--- src/rtl/led_seq_monitor.sv ---
// Receive-side checker for the one-hot LED chase bus: decodes each sample, tracks the chase order,
// counts laps and sequence errors. Build option: define LEDMON_STALL_EN to accept repeated LEDs silently.
module led_seq_monitor #(
  parameter int LAP_W      = 8,
  parameter int ERR_W      = 8,
  parameter bit ACTIVE_LOW = 1'b0
) (
  input  logic             clk1h,
  input  logic             rst,
  input  logic [7:0]       led_in,
  output logic [2:0]       idx,
  output logic             idx_valid,
  output logic             locked,
  output logic [LAP_W-1:0] lap,
  output logic [ERR_W-1:0] err_cnt,
  output logic             err_pulse
);

  typedef enum logic {
    SEARCH = 1'b0,
    LOCK   = 1'b1
  } state_t;

  state_t           r_state, w_state_nxt;
  logic [2:0]       r_expected, w_expected_nxt;
  logic [2:0]       r_idx;
  logic             r_idx_valid;
  logic [LAP_W-1:0] r_lap;
  logic [ERR_W-1:0] r_err_cnt;
  logic             r_err_pulse;

  logic [7:0]       w_v;
  logic             w_onehot;
  logic [2:0]       w_enc;
  logic             w_err;
  logic             w_lap_inc;

  assign w_v      = ACTIVE_LOW ? ~led_in : led_in;
  assign w_onehot = (w_v != 8'h00) && ((w_v & (w_v - 8'h01)) == 8'h00);

  // NOTE: every signal assigned in always_comb gets a default first, so no path leaves it unassigned (no latch).
  always_comb begin
    w_enc = 3'd0;
    for (int i = 0; i < 8; i++) begin
      if (w_v[i]) w_enc = 3'(i);
    end
  end

  always_comb begin
    w_state_nxt    = r_state;
    w_expected_nxt = r_expected;
    w_err          = 1'b0;
    w_lap_inc      = 1'b0;
    unique case (r_state)
      SEARCH: begin
        if (w_onehot) begin
          w_state_nxt    = LOCK;
          w_expected_nxt = w_enc + 3'd1;
        end
      end
      LOCK: begin
        if (w_onehot && (w_enc == r_expected)) begin
          w_expected_nxt = w_enc + 3'd1;
          w_lap_inc      = (w_enc == 3'd0);
`ifdef LEDMON_STALL_EN
        end else if (w_onehot && (w_enc == r_expected - 3'd1)) begin
          // Repeated LED: hold position, nothing to count.
          w_expected_nxt = r_expected;
`endif
        end else begin
          w_err = 1'b1;
          if (w_onehot) begin
            w_expected_nxt = w_enc + 3'd1;
          end else begin
            w_state_nxt = SEARCH;
          end
        end
      end
      default: w_state_nxt = SEARCH;
    endcase
  end

  // NOTE: sequential state uses non-blocking assignments so every register samples pre-edge values.
  always_ff @(posedge clk1h or negedge rst) begin
    if (!rst) begin
      r_state    <= SEARCH;
      r_expected <= 3'd0;
    end else begin
      r_state    <= w_state_nxt;
      r_expected <= w_expected_nxt;
    end
  end

  always_ff @(posedge clk1h or negedge rst) begin
    if (!rst) begin
      r_idx       <= 3'd0;
      r_idx_valid <= 1'b0;
      r_lap       <= '0;
      r_err_cnt   <= '0;
      r_err_pulse <= 1'b0;
    end else begin
      r_idx       <= w_onehot ? w_enc : 3'd0;
      r_idx_valid <= w_onehot;
      r_err_pulse <= w_err;
      if (w_lap_inc) r_lap <= r_lap + LAP_W'(1);
      if (w_err && (r_err_cnt != '1)) r_err_cnt <= r_err_cnt + ERR_W'(1);
    end
  end

  assign idx       = r_idx;
  assign idx_valid = r_idx_valid;
  assign locked    = (r_state == LOCK);
  assign lap       = r_lap;
  assign err_cnt   = r_err_cnt;
  assign err_pulse = r_err_pulse;

endmodule

--- config.mk ---
export PLATFORM = sky130hd
export DESIGN_NAME = led_seq_monitor
export DESIGN_NICKNAME = d
export VERILOG_FILES = /design/src/rtl/led_seq_monitor.sv
export SDC_FILE = /design/constraint.sdc
export NUM_CORES = 1
export LEC_CHECK = 0
export ABC_AREA = 1
export CAP_MARGIN = 40
export CORE_MARGIN = 2
export CORE_UTILIZATION = 40
export DETAILED_ROUTE_END_ITERATION = 10
export GPL_TIMING_DRIVEN = 0
export MAX_ROUTING_LAYER = met4
export PLACE_DENSITY = 0.72
export SYNTH_ARGS = -nofsm -noshare
export SYNTH_HDL_FRONTEND = slang
export SYNTH_SLANG_ARGS = --single-unit
--- constraint.sdc ---
create_clock -name clk1h -period 1.5 [get_ports clk1h]
set_input_delay 0.3 -clock clk1h [delete_from_list [all_inputs] [get_ports clk1h]]
set_output_delay 0.3 -clock clk1h [all_outputs]
set_load 0.01 [all_outputs]
==> results <==
- The finished cells cover 0.00210 sq mm.
- The critical path required time is 1200 ps.
- The number of cells on the critical path is 2.
- The half-perimeter wire length of the detailed placement result is ~2100 um.
- The number of hold buffers added after cts is 0.
- The power per standard cell area is 634 mW/mm^2.
- Measured against its own limit, the worst slew margin works out to 0.673.
- Detailed routing inserted a total of ~1400 vias.
- Setup violations remaining at the end of the flow were counted as 0.
- The number of flip-flops and latches in the synthesized netlist is 24.
- The average cell area after synthesis is 7.88 sq um.
- The floorplan step defined a core boundary enclosing 0.00342 sq mm.
- The share of total power dissipated in combinational logic is 0.201.
- The count of cell types in the netlist is 23.
- The I/O pin total is 32.
- Across the routed clock network, the largest skew measured is ~6.4 ps.
- The worst-case IR drop observed on VDD is ~0.55 mV.
- For this run, the register share of the synthesized area comes to 0.410.
- Buffers inserted during clock tree synthesis total 3.
- The count of mapped cells out of synthesis is between 150 and 200.
- The repair_antennas step left the layout with diodes totalling 0.
- The switching part of the total is 0.299.
- The run finished with clean final reports.
- The kind of cell adding the most delay to the critical path is flip-flops.
- In the final layout, the share of cells above drive strength 1 is 0.300.
- For flop-to-flop paths, the worst setup slack is ~80 ps.
- Traced cell by cell, the critical path runs through buf_4 -> dlygate4sd2_1.
- The DRC violation count after routing is 0.
- The critical path launch point type is a flop.
- The number of global-route vias before repair is roughly 1300.
- Following the worst setup path forward leads to its endpoint at locked.
- The number of hold violations in the final report came to 0.
- The cell area reported after detailed placement is approximately 0.0019 sq mm.
- The fmax is between 600 and 700 MHz.
- The worst path in the final design needs a cycle of between 1000 and 1500 ps, including I/O delays and setup.
- The buffer and inverter count on the worst path is 2.
- Of the post-synthesis cell area, the dominant cell type holds 0.410.
- The filler-free cell count of the finished design is approximately 290.
- Leaving out fill and tap cells, the most frequent cell in the layout is nand2_1.
- The detailed router put a total of about 1500 um of wire on met1.
- Summed over all nets, the switching power comes to roughly 0.4 mW.
- After global routing the overflow that remains totals 0.
- The number of design-rule violations left by the first detailed-router iteration is 85.
- Summed over all cells, the static leakage comes to roughly 1.2 nW.
- By area the synthesized netlist is led by dfrtp_1 41%, nand2_1 17%, inv_1 5.6%.
- The maximum number of pins on one net before global-route repair is 18.
- The root buffer cell is clkbuf_4.
- Max-cap violations in this run came to 0.
- For this design, the slowest cell found on the critical path is dfrtp_1.
- Setup repair after global routing could not meet its margin everywhere.
- Timing analysis after detailed placement gives a worst setup slack of -705 ps.
- The number of levels in the clock H-tree is 1.
- The area of the die is 0.00417 sq mm.
- For the worst flop-to-flop path, the logic depth is 7.
- For this run, the number of Yosys warnings is 0.
- The worst register-to-register path begins at err_cnt[0].
- The count of pins over their slew limit is 0.
- The first detailed-routing pass ran for 4 iterations.
- The routed design uses between 100 and 150 um of met3 wire.
- The worst setup path is captured at a primary output.
- The number of antenna violations at the first check in global routing is 0.
- The share of total power dissipated in the clock network is 0.270.
- Counting every net in the synthesized netlist gives 200.
- The total routing resource utilization after global routing is 0.169.
- Leaving out fill and tap cells, the most frequent cells in the layout are 62 x nand2_1, 24 x dfrtp_1, 23 x buf_4.
- The total clock sinks is 24.
- The final period utilization is 0.966.
- The class of the most critical setup path is reg -> out.
- The worst register-to-register path ends at err_cnt[5].
- The weighted congestion at the end of routability-driven global placement is between 0.8 and 0.9.
- The overall routed net length is around 3300 um.
- After routing, the total negative slack on setup checks comes to 0 ps.
- In this run the worst path has a maximum fanout of 3.
- The number of I/O port buffers is 31.
- The uppermost metal layer occupied by signal nets is met4.
- The clock-pin transition on the worst setup and hold timing paths is between 100 and 150 ps.
- Data on the critical path arrives at its endpoint at around 1200 ps.
- In this run the cell area of the synthesized design comes to between 0.001 and 0.0015 sq mm.
- Measured along the x axis, the die boundary spans ~65 um.
- The mean routed wirelength per cell is roughly 11 um.
- Row generation in the floorplan step produced 21 rows.
- The class of the tightest hold or removal check is in -> async.
- The count of nets left with antenna violations after detail routing is 0.
- The vertical extent of the die is roughly 65 um.
- Counting along the longest clock path gives a buffer depth of 2.
- The share of power burned in registers is 0.528.
- The cell count after placement is around 260.
- Of all cell types, the one taking the most synthesized area is dfrtp_1.
- The number of nets in the layout is around 260.
- The worst setup path startpoint is idx_valid.
- For the pin with the worst max-slew slack, the measured transition is 489 ps.
- For this configuration, the core starts out at a cell density of 0.429.
- The wire length of the first global-routing pass is about 5500 um.
- The relative area change from synthesis to final layout is 43.3%.
- The clock reaches the later pin of the worst-skew pair after 330 ps.
- The final critical-path setup slack is just over 50 ps.
- The CTS tree is built.
- After detailed routing, the number of vias per cell comes to around 4.7.
- The largest single stage delay on the critical path is 420 ps.
- The routed design uses around 1600 um of met2 wire.
- The internal portion of the total power is between 0.9 and 1 mW.
[Yosys cell counts (all sizes together)]
cell type	instances
a21oi	2
buf	1
clkbuf	1
dfrtp	24
ha	4
inv	24
nand2	71
nand3	16
nand4	12
nor2	15
nor3	1
o21ai	2
xnor2	7
xor2	6
[layout make-up]
type                            instances  area (sq um)
Buffer                                  1          7.51
Clock buffer                            4          36.3
Fill cell                             310          1310
Inverter                               24          90.1
Multi-Input combinational cell        137           872
Sequential cell                        24           601
Tap cell                               46          57.6
Timing Repair Buffer                   53           438
[per-layer routing]
layer | track usage | vias up
li1 | - | 705
met5 | - | -
met4 | 0.0319 | 0
met1 | 0.218 | 615
met3 | 0.0313 | 9
met2 | 0.283 | 34
[logic make-up after synthesis]
kind of cell,after synthesis,synth area share
AND/OR/NAND/NOR,115,0.396
buffers and inverters,26,0.0691
flip-flops,24,0.410
XOR/XNOR,13,0.0776
AO/OA/AOI/OAI,4,0.0137
adder cells (fa/ha/maj),4,0.0341
[timing repair]
item	CTS	global route
cloned	0	1
setup endpoints to repair	39	17
buffers inserted	19	2
pin swaps	7	18
gates resized for setup	39	35
[registers in the layout (all words and copies together), names as in the netlist, named ones only]
register	count
lap	8
idx	3
idx_valid	1
err_cnt	8
r_expected	1
err_pulse	1
[worst min-delay path by stage]
stage	from	endpoint	slack, ps
CTS	rst	err_cnt[7]	290
finish	rst	err_cnt[2]	280
detailed placement	lap[7]	lap[7]	510
floorplan	rst	asynchronous set/reset pin	4
global route	rst	err_cnt[2]	310
global placement	lap[7]	lap[7]	510
[metrics by stage]
step,utilization,hold slack (ps),power (mW)
2_1_floorplan,-,4.41,0.859
3_3_place_gp,0.537,511,0.948
3_5_place_dp,0.545,514,0.963
4_1_cts,0.598,288,1.32
5_1_grt,0.615,308,1.41
6_report,0.615,282,1.33
[power groups by stage]
stage	Sequential (mW)	Combinational [mW]	Clock, mW
CTS	0.704	0.244	0.368
global route	0.709	0.300	0.399
floorplan	0.719	0.140	0
detailed placement	0.717	0.246	0
global placement	0.718	0.230	0
finish	0.705	0.268	0.361
(Power assumes the default switching activity.)
